==> src/rtl/multi_port_rom_pipelined.sv <==
// ---------------------------------------------------------------------------
// multi_port_rom_pipelined
//
// Purpose:
//   NUM_PORTS independent read ports over one shared ROM. The ROM contents
//   are fixed by INIT_PATTERN. Each port has a read pipeline of 0, 1 or 2
//   stages, a valid strobe, and an out-of-range address flag. There is no
//   arbitration between ports and no backpressure.
//
// Ports:
//   clk          - single clock; all flops update on the rising edge
//   reset        - asynchronous, active-high; clears all pipeline state
//   rd_en        - [NUM_PORTS] per-port read request
//   rd_addr      - [NUM_PORTS*ADDR_WIDTH] packed addresses, port p at
//                  [p*ADDR_WIDTH +: ADDR_WIDTH]
//   rd_data      - [NUM_PORTS*DATA_WIDTH] packed read data, port p at
//                  [p*DATA_WIDTH +: DATA_WIDTH]; zero when not valid
//   rd_valid     - [NUM_PORTS] per-port data-valid strobe
//   rd_addr_err  - [NUM_PORTS] out-of-range flag, aligned with rd_valid
//   rd_count     - [NUM_PORTS*16] per-port saturating read counters
//                  (present only when ROM_RD_CNT_EN is defined)
//
// Optional feature macro: ROM_RD_CNT_EN
// ---------------------------------------------------------------------------
module multi_port_rom_pipelined #(
    parameter int DATA_WIDTH   = 8,
    parameter int ADDR_WIDTH   = 4,
    parameter int MEM_DEPTH    = 1 << ADDR_WIDTH,
    parameter int NUM_PORTS    = 4,
    parameter int READ_LATENCY = 1,
    parameter int INIT_PATTERN = 1
) (
    input  logic                             clk,
    input  logic                             reset,
    input  logic [NUM_PORTS-1:0]             rd_en,
    input  logic [NUM_PORTS*ADDR_WIDTH-1:0]  rd_addr,
    output logic [NUM_PORTS*DATA_WIDTH-1:0]  rd_data,
    output logic [NUM_PORTS-1:0]             rd_valid,
    output logic [NUM_PORTS-1:0]             rd_addr_err
`ifdef ROM_RD_CNT_EN
    ,
    output logic [NUM_PORTS*16-1:0]          rd_count
`endif
);

    // Illegal configurations stop elaboration instead of building something
    // that silently misbehaves.
    if (READ_LATENCY < 0 || READ_LATENCY > 2) begin : g_bad_latency
        $error("multi_port_rom_pipelined: READ_LATENCY must be 0, 1 or 2");
    end
    if (NUM_PORTS < 1 || NUM_PORTS > 8) begin : g_bad_ports
        $error("multi_port_rom_pipelined: NUM_PORTS must be in 1..8");
    end
    if (MEM_DEPTH < 1 || MEM_DEPTH > (1 << ADDR_WIDTH)) begin : g_bad_depth
        $error("multi_port_rom_pipelined: MEM_DEPTH must be in 1..2^ADDR_WIDTH");
    end

    // ROM word for a given address. Arithmetic is done in 32-bit integers
    // and then truncated, so wide patterns like a*a+a wrap predictably.
    function automatic logic [DATA_WIDTH-1:0] rom_word(input int a);
        int v;
        case (INIT_PATTERN)
            1:       v = a * a + a;
            2:       v = a;
            3:       v = a ^ (a >> 1);
            default: v = 0;
        endcase
        return DATA_WIDTH'(v);
    endfunction

    logic [NUM_PORTS-1:0]  req_err;
    logic [DATA_WIDTH-1:0] req_data [NUM_PORTS];

    logic [NUM_PORTS-1:0]  out_valid;
    logic [NUM_PORTS-1:0]  out_err;
    logic [DATA_WIDTH-1:0] out_data [NUM_PORTS];

    // Request decode: range check and ROM lookup for every port. The data is
    // already forced to zero for idle or out-of-range requests, so every
    // later stage only has to move it along.
    always_comb begin
        logic [ADDR_WIDTH-1:0] addr_p;
        logic                  oor;
        addr_p  = '0;
        oor     = 1'b0;
        req_err = '0;
        for (int p = 0; p < NUM_PORTS; p++) begin
            addr_p      = rd_addr[p*ADDR_WIDTH +: ADDR_WIDTH];
            oor         = (int'(addr_p) >= MEM_DEPTH);
            req_err[p]  = rd_en[p] & oor;
            req_data[p] = (rd_en[p] && !oor) ? rom_word(int'(addr_p)) : '0;
        end
    end

    if (READ_LATENCY == 0) begin : g_lat0
        // Purely combinational read; reset still forces the outputs low
        // because the output spec does not depend on registered state here.
        always_comb begin
            out_valid = reset ? '0 : rd_en;
            out_err   = reset ? '0 : req_err;
            for (int p = 0; p < NUM_PORTS; p++) begin
                out_data[p] = reset ? '0 : req_data[p];
            end
        end
    end else if (READ_LATENCY == 1) begin : g_lat1
        // Single output register stage: a request sampled on one edge is
        // visible right after that edge.
        always_ff @(posedge clk or posedge reset) begin
            if (reset) begin
                out_valid <= '0;
                out_err   <= '0;
                for (int p = 0; p < NUM_PORTS; p++) begin
                    out_data[p] <= '0;
                end
            end else begin
                out_valid <= rd_en;
                out_err   <= req_err;
                for (int p = 0; p < NUM_PORTS; p++) begin
                    out_data[p] <= req_data[p];
                end
            end
        end
    end else begin : g_lat2
        logic [NUM_PORTS-1:0]  s1_en;
        logic [NUM_PORTS-1:0]  s1_err;
        logic [DATA_WIDTH-1:0] s1_data [NUM_PORTS];

        // Two-stage pipeline: stage 1 captures the looked-up request, stage 2
        // drives the outputs. Valids simply shift, so back-to-back requests
        // come out back-to-back and a reset wipes both stages at once.
        always_ff @(posedge clk or posedge reset) begin
            if (reset) begin
                s1_en     <= '0;
                s1_err    <= '0;
                out_valid <= '0;
                out_err   <= '0;
                for (int p = 0; p < NUM_PORTS; p++) begin
                    s1_data[p]  <= '0;
                    out_data[p] <= '0;
                end
            end else begin
                s1_en     <= rd_en;
                s1_err    <= req_err;
                out_valid <= s1_en;
                out_err   <= s1_err;
                for (int p = 0; p < NUM_PORTS; p++) begin
                    s1_data[p]  <= req_data[p];
                    out_data[p] <= s1_data[p];
                end
            end
        end
    end

    // Flatten the per-port results onto the packed output buses.
    always_comb begin
        rd_valid    = out_valid;
        rd_addr_err = out_err;
        rd_data     = '0;
        for (int p = 0; p < NUM_PORTS; p++) begin
            rd_data[p*DATA_WIDTH +: DATA_WIDTH] = out_data[p];
        end
    end

`ifdef ROM_RD_CNT_EN
    logic [15:0] cnt [NUM_PORTS];

    // One saturating counter per port, bumped on every delivered read,
    // including out-of-range ones; it parks at all-ones instead of wrapping.
    always_ff @(posedge clk or posedge reset) begin
        if (reset) begin
            for (int p = 0; p < NUM_PORTS; p++) begin
                cnt[p] <= '0;
            end
        end else begin
            for (int p = 0; p < NUM_PORTS; p++) begin
                if (out_valid[p] && cnt[p] != 16'hFFFF) begin
                    cnt[p] <= cnt[p] + 16'd1;
                end
            end
        end
    end

    // Pack the counters onto the rd_count bus.
    always_comb begin
        rd_count = '0;
        for (int p = 0; p < NUM_PORTS; p++) begin
            rd_count[p*16 +: 16] = cnt[p];
        end
    end
`endif

endmodule
==> config.mk <==
export PLATFORM = sky130hd
export DESIGN_NAME = multi_port_rom_pipelined
export DESIGN_NICKNAME = d
export VERILOG_FILES = /design/src/rtl/multi_port_rom_pipelined.sv
export SDC_FILE = /design/constraint.sdc
export NUM_CORES = 1
export LEC_CHECK = 0
export CORE_MARGIN = 1
export CORE_UTILIZATION = 25
export DETAILED_ROUTE_END_ITERATION = 8
export SLEW_MARGIN = 15
export SYNTH_ARGS = -nofsm -noshare
export SYNTH_HDL_FRONTEND = slang
export SYNTH_SLANG_ARGS = --single-unit
==> constraint.sdc <==
create_clock -name clk -period 1.3 [get_ports clk]
set_clock_uncertainty 0.15 [all_clocks]
set_input_delay 0.325 -clock clk [delete_from_list [all_inputs] [get_ports clk]]
set_output_delay 0.325 -clock clk [all_outputs]
set_load 0.005 [all_outputs]
==> Implementation_results.wiki, run 1 <==
{| class="wikitable"
! Metric !! Value
|-
| Crit Path Max Fanout || 4
|-
| Setup crit start kind || primary input
|-
| Post-detailed-route count of antenna-violating nets || 0
|-
| Clock root buffer || sky130_fd_sc_hd__clkbuf_8
|-
| Failing checks || setup timing
|-
| Combined area of all synthesized cells || 2530 µm²
|-
| Overflow after GRT || 0
|-
| Total CTS buffers || 5
|-
| Share of the synthesized area in the top cell type || 0.317
|-
| Average via count per standard cell || 4.41
|-
| Die H || 103 µm
|-
| # setup viols final || 20
|-
| Most common cell in the netlist || sky130_fd_sc_hd__ha_1
|-
| Routed wire length || 6300 µm
|-
| Nature of the critical path endpoint || register
|-
| Unique masters post-synth || 39
|-
| Count of port buffers added during placement || 53
|-
| Top cell types by occurrence after synthesis || 49 x sky130_fd_sc_hd__ha_1, 32 x sky130_fd_sc_hd__dfrtp_1, 21 x sky130_fd_sc_hd__nor2_1, 16 x sky130_fd_sc_hd__inv_1, 14 x sky130_fd_sc_hd__nand2_1
|-
| Global-route met3 utilization || 0.0359
|-
| Share of the core filled with cells || 0.438
|-
| Average cell area after synthesis || 9.91 µm²
|-
| Number of levels in the clock H-tree || 2
|-
| Final cell count without fillers || 524
|-
| All-Layer GR Usage || 0.130
|-
| P per Cell Area || 822 nW/µm²
|-
| Shortest period the worst path allows || around 2.2 ns
|-
| Area of the core || 9770 µm²
|-
| Cells after DPL || 509
|-
| Per-cell routed wire length || ~12 µm
|-
| Mapped Cells || 255
|-
| Antenna Cells || 0
|-
| RSZ-0062 raised after global routing || true
|-
| Count of TritonRoute iterations in the first routing pass || 4
|-
| F_max || 454 MHz
|-
| Area growth from synthesis to layout || 69.4%
|-
| Residual DRC count || 0
|-
| Routability cong. || 0.840
|-
| Number of pins exceeding their max-slew limit in the final report || 0
|-
| Starting density of the core || 0.259
|-
| Post-layout nets || 464
|-
| Wire length of the first global-routing pass || 10700 µm
|-
| Dominant cell type by area after synthesis || sky130_fd_sc_hd__dfrtp_1
|-
| Seq/Total Area, Yosys || 0.317
|-
| Die Wd || between 100 and 150 µm
|-
| DIE AREA || 10500 µm²
|-
| Via count of the first global-routing pass || 2393
|-
| Post-synthesis register bit count || 32
|-
| Outcome || finished, violations left
|-
| Post-route cell area || 4280 µm²
|-
| Main synth FF type || sky130_fd_sc_hd__dfrtp_1
|-
| Critical setup path kind || in -> reg
|-
| Post-synthesis async set-or-reset flop share || 1.00
|-
| Pin count of the biggest net entering global routing || 33
|-
| Number of cells on the worst hold path || 3
|-
| Kind of path behind the tightest hold check || in -> reg
|-
| Detail Placement HPWL || 4950 µm
|-
| TritonCTS clock tree || built
|-
| Leakage || 2.06 nW
|-
| Worst setup path endpoint || rd_data[7]$_DFF_PP0_
|-
| Minimum setup slack in the final design || -0.900 ns
|-
| Met1 track demand over resource || 0.153
|-
| Number of top-level pins || 62
|-
| Post-DP Area || 3990 µm²
|-
| Clock slew seen by the registers of the worst setup and hold paths || 0.07 ns
|-
| Max rail drop VDD || 383 µV
|-
| Total number of vias || between 2000 and 2500
|-
| Post-route fraction of the period consumed by the critical path || 1.69
|-
| First DRT Iteration DRCs || 45
|-
| Critical path arrival || ~2.2 ns
|-
| Initial antenna violation count || 0
|-
| Clock sink count || 32
|-
| Number of hold-slack violations in the final timing report || 0
|-
| Biggest area contributors in the synthesized netlist || sky130_fd_sc_hd__dfrtp_1 32%, sky130_fd_sc_hd__ha_1 24%, sky130_fd_sc_hd__and2_1 3.2%, sky130_fd_sc_hd__mux2i_1 3.2%, sky130_fd_sc_hd__nor2_1 3.1%
|-
| Std cell rows || 36
|-
| Fraction of final layout cells sized beyond drive strength 1 || 0.499
|-
| Worst setup path start || rd_addr[2]
|-
| Clock buffer depth || 2
|-
| Total of warnings raised by yosys || 0
|-
| Most Crowded Layer GR || met2
|-
| Critical path required time || between 1 and 1.5 ns
|-
| Count of maximum capacitance violations || 0
|-
| Global routing usage on met2 || 0.231
|-
| Number of synthesized flops with an enable pin || 0
|-
| Count of hold-fix buffers inserted at cts || 0
|}
## worst min path at each step
stage / start / to / slack [ns]
floorplan: rd_en[0] / rd_valid[0]$_DFF_PP0_ / 0.21
finish: rd_addr[13] / rd_data[25]$_DFF_PP0_ / 0.16
CTS: rd_addr[13] / rd_data[25]$_DFF_PP0_ / 0.15
global placement: reset / rd_data[29]$_DFF_PP0_ / 0.55
global route: rd_addr[13] / rd_data[25]$_DFF_PP0_ / 0.15
detailed placement: reset / rd_data[28]$_DFF_PP0_ / 0.54
## worst max-delay path, cell delays in order
cell and delay, ns:
sky130_fd_sc_hd__buf_6 0.10, sky130_fd_sc_hd__and3_4 0.17, sky130_fd_sc_hd__fa_1 0.51, sky130_fd_sc_hd__ha_4 0.30, sky130_fd_sc_hd__buf_6 0.09, sky130_fd_sc_hd__a31o_4 0.14, sky130_fd_sc_hd__a2111oi_2 0.06, sky130_fd_sc_hd__or4_1 0.50
## per-layer routing
layer / vias up / share of wire
met2: 57 / 0.50
li1: 1158 / -
met5: - / 0
met4: 0 / 0.013
met1: 1082 / 0.43
met3: 13 / 0.059
## cell families after synthesis
kind of cell,after synthesis,share of synthesized area
AND/OR/NAND/NOR,92,0.200
adder cells (fa/ha/maj),52,0.266
AO/OA/AOI/OAI,37,0.107
flip-flops,32,0.317
buffers and inverters,25,0.0490
XOR/XNOR,8,0.0277
multiplexers,8,0.0317
other,1,0.00148
## placed cells by master (no fill, tap or decap), types with 5 or more instances in the layout
| master | n |
|---|---|
| sky130_fd_sc_hd__buf_4 | 66 |
| sky130_fd_sc_hd__buf_2 | 34 |
| sky130_fd_sc_hd__dfrtp_1 | 32 |
| sky130_fd_sc_hd__ha_1 | 26 |
| sky130_fd_sc_hd__nor2_1 | 19 |
| sky130_fd_sc_hd__ha_4 | 18 |
| sky130_fd_sc_hd__nand2_1 | 13 |
| sky130_fd_sc_hd__buf_6 | 13 |
| sky130_fd_sc_hd__inv_1 | 12 |
| sky130_fd_sc_hd__and2_1 | 11 |
| sky130_fd_sc_hd__nand4_1 | 10 |
| sky130_fd_sc_hd__mux2i_1 | 8 |
| sky130_fd_sc_hd__conb_1 | 8 |
| sky130_fd_sc_hd__clkbuf_8 | 7 |
| sky130_fd_sc_hd__a21oi_2 | 6 |
| sky130_fd_sc_hd__xor2_1 | 6 |
| sky130_fd_sc_hd__ha_2 | 5 |
| sky130_fd_sc_hd__buf_8 | 5 |
## where the power goes
group	leakage, nW	internal, mW	switching (mW)	total, mW
combinational	1.58	0.758	0.587	1.35
sequential	0.410	1.10	0.0280	1.12
clock	0.0645	0.676	0.373	1.05
total	2.06	2.53	0.988	3.52
## registers in the layout, summed over array words and instances, names as in the netlist
signal and flops:
rd_data 28, rd_valid 4
## timing repair
item                                    4_1_cts  5_1_grt
resized for setup                           248       18
pin swaps                                    34       16
setup buffers                                 9        1
endpoints found under the setup margin       54       23
## per-stage QoR
step                power (mW)  hold WS, ns  setup WS, ns  TNS, ns
global route              3.76        0.154        -0.926   -12.03
finish                    3.52        0.156        -0.900   -11.10
floorplan                 1.76        0.206        -0.987   -11.71
global placement          2.39        0.547         -1.57   -29.09
CTS                       3.53        0.147        -0.927   -11.22
detailed placement        2.41        0.540         -1.63   -29.47
## area by class of cell
cell class / count / area, µm²
fill: 929 / 5490
multi-input combinational: 205 / 2060
timing repair buffer: 130 / 1050
sequential: 32 / 801
tap: 133 / 166
clock buffer: 7 / 96.3
inverter: 16 / 75.1
clock inverter: 1 / 30.0
No activity file was read; power rests on OpenSTA's default activity.
==> run 2, diff against run 1 <==
==> constraint.sdc (replaced) <==
create_clock -name clk -period 2.2 [get_ports clk]
set_clock_uncertainty 0.15 [all_clocks]
set_input_delay 0.55 -clock clk [delete_from_list [all_inputs] [get_ports clk]]
set_output_delay 0.55 -clock clk [all_outputs]
set_load 0.005 [all_outputs]
==> run 2 against run 1 <==
  * The flow still finishes with violations (setup timing)
  * Count of clock-buffer cells in the layout is 1 lower
  * Flip-flop and latch count is the same
  * Global-route usage is 0.47 points lower
  * Critical path depth up 1
  * Final cell count decreased by 2.9%
  * Die area unchanged
  * Final area is 4.2% lower
  * Sequential share of layout area increased by 0.82 points
  * Worst setup slack improved by 0.69 ns
  * Core utilization shrank 1.8 points
  * Combinational power decreased by 43%
==> Implementation_results.wiki, run 2 (synthesis gave the netlist of run 1 again) <==
{| class="wikitable"
! Metric !! Value
|-
| Routability cong. || 0.829 (-1.3%)
|-
| Post-DP Area || 3720 µm² (-6.7%)
|-
| Post-layout nets || 450 (-3.0%)
|-
| First DRT Iteration DRCs || 39 (-13%)
|-
| Commonest non-fill, non-tap cell in the layout || sky130_fd_sc_hd__buf_4
|-
| Dominant cell type by count on the critical path || sky130_fd_sc_hd__buf_6
|-
| Leakage || 1.89 nW (-8.1%)
|-
| Cell Chain, Critical Path || buf_6, and3_4, fa_1, ha_4, buf_4, buf_6, nand4_1, a2111oi_0, or4_1
|-
| Total CTS buffers || 5 (unchanged)
|-
| Detailed-routed wire length on met3 || 180 µm (-51%)
|-
| Shortest period the worst path allows || 2.41 ns
|-
| Overflow after GRT || 0 (unchanged)
|-
| Post-route cell area || 4100 µm² (-4.2%)
|-
| Kind of path behind the tightest hold check || in -> reg
|-
| Number of inserted filler cells in the final layout || 960 (+3.3%)
|-
| Wire length of the first global-routing pass || 10200 µm (-5.0%)
|-
| Detail Placement HPWL || 4780 µm (-3.4%)
|-
| Post-detailed-route count of antenna-violating nets || 0 (unchanged)
|-
| Residual DRC count || 0 (unchanged)
|-
| Pin count of the biggest net entering global routing || 33 (unchanged)
|-
| # setup viols final || 4 (-80%)
|-
| Max rail drop VDD || 227 µV (-41%)
|-
| Number of top-level pins || 62 (unchanged)
|-
| Critical path required time || 2.21 ns (+0.91 ns)
|-
| Area growth from synthesis to layout || 62.3%
|-
| P per Cell Area || 452 nW/µm² (-45%)
|-
| Category of cells accounting for the largest share of critical-path delay || adder cells
|-
| Slowest cell delay on critical path || 0.58 ns (+0.07 ns)
|-
| Area of the core || 9770 µm² (unchanged)
|-
| Final cell count without fillers || 509 (-2.9%)
|-
| Number of pins exceeding their max-slew limit in the final report || 0 (unchanged)
|-
| Outcome || finished, violations left
|-
| Fraction of final layout cells sized beyond drive strength 1 || 0.370 (-0.129)
|-
| Buf+Inv Stages, Crit Path || 3 (+1)
|-
| Std cell rows || 36 (unchanged)
|-
| All-Layer GR Usage || 0.125 (-0.00475)
|-
| Top metal layer carrying routed signals || met4
|-
| Per-cell routed wire length || 12.1 µm (+0.59%)
|-
| Count of port buffers added during placement || 53 (unchanged)
|-
| Wire length on met2 || 3290 µm (+5.0%)
|-
| Critical setup path kind || in -> reg
|-
| Clock buffer depth || 2 (unchanged)
|-
| Count of maximum capacitance violations || 0 (unchanged)
|-
| Total number of vias || 2222 (-3.8%)
|-
| Number of levels in the clock H-tree || 2 (unchanged)
|-
| Cells after DPL || 494 (-2.9%)
|-
| F_max || just over 400 MHz
|-
| Die H || 103 µm (unchanged)
|-
| Hold slack final || 0.399 ns (+0.243 ns)
|-
| Via count of the first global-routing pass || 2267 (-5.3%)
|-
| Count of hold-fix buffers inserted at cts || 0 (unchanged)
|-
| Crit Path Max Fanout || 3 (-1)
|-
| Die Wd || 103 µm (unchanged)
|-
| Setup Total Neg Slack || -0.582 ns (+10.52 ns)
|-
| TritonCTS clock tree || built
|-
| Length of routed wiring on met1 || 2590 µm (-4.6%)
|-
| Max reg flops || 28 (unchanged)
|-
| Routed wire length || 6150 µm (-2.3%)
|-
| Average via count per standard cell || 4.37 (-0.97%)
|-
| Pre-CTS worst setup slack || -0.927 ns (+0.703 ns)
|-
| Commonest non-fill, non-tap cells in the layout || 61 x sky130_fd_sc_hd__buf_4, 37 x sky130_fd_sc_hd__clkdlybuf4s50_1, 32 x sky130_fd_sc_hd__dfrtp_1
|-
| Minimum setup slack in the final design || -0.210 ns (+0.691 ns)
|-
| RSZ-0062 raised after global routing || true
|-
| Failing checks || setup timing
|-
| Critical path arrival || 2.42 ns (+0.22 ns)
|-
| Count of TritonRoute iterations in the first routing pass || 4 (unchanged)
|-
| Share of the core filled with cells || 0.420 (-0.0183)
|-
| Nature of the critical path endpoint || register
|-
| Number of hold-slack violations in the final timing report || 0 (unchanged)
|-
| Setup crit start kind || primary input
|-
| Initial antenna violation count || 0 (unchanged)
|-
| Power Total || 1.85 mW (-47%)
|-
| Post-route fraction of the period consumed by the critical path || 1.10
|-
| Clock root buffer || sky130_fd_sc_hd__clkbuf_8
|-
| DIE AREA || 10500 µm² (unchanged)
|-
| Antenna Cells || 0 (unchanged)
|-
| Worst path slowest cell || sky130_fd_sc_hd__fa_1
|-
| Clock slew seen by the registers of the worst setup and hold paths || 0.07 ns (about the same)
|-
| Clock sink count || 32 (unchanged)
|-
| Starting density of the core || 0.259 (unchanged)
|}
run 2: path summary, 6_finish.rpt:
kind	from	end	slack [ns]	cells after the start
min	rd_addr[1]	rd_data[1]$_DFF_PP0_	0.40	3
max	rd_addr[2]	rd_data[7]$_DFF_PP0_	-0.21	9
min in group asynchronous	reset	rd_data[7]$_DFF_PP0_	0.51	3
max in group asynchronous	reset	rd_data[12]$_DFF_PP0_	1.08	3
run 2: where the power goes:
| part | internal, mW | switching (mW) | leakage, nW |
|---|---|---|---|
| Sequential | 0.648 | 0.0167 | 0.410 |
| Clock | 0.215 | 0.210 | 0.0410 |
| Combinational | 0.447 | 0.319 | 1.44 |
| Total | 1.31 | 0.545 | 1.89 |
run 2: what timing repair did:
action / 4_1_cts / 5_1_grt
pin swaps: 24 / 16
gates resized for setup: 90 / 29
endpoints found under the setup margin: 20 / 12
setup buffers: 7 / 1
run 2: area by class of cell:
cell class | count | area (µm²) | share of cell area
inverter | 16 | 67.6 | 0.0165
tap | 133 | 166 | 0.0406
multi-input combinational | 205 | 1980 | 0.484
clock inverter | 1 | 5.00 | 0.00122
timing repair buffer | 116 | 1000 | 0.245
sequential | 32 | 801 | 0.195
clock buffer | 6 | 72.6 | 0.0177
run 2: metal layers:
layer	global-route usage	vias to the layer above
li1	-	1130
met1	0.143	1043
met2	0.237	42
met3	0.0163	7
met4	0.0396	0
met5	0	-
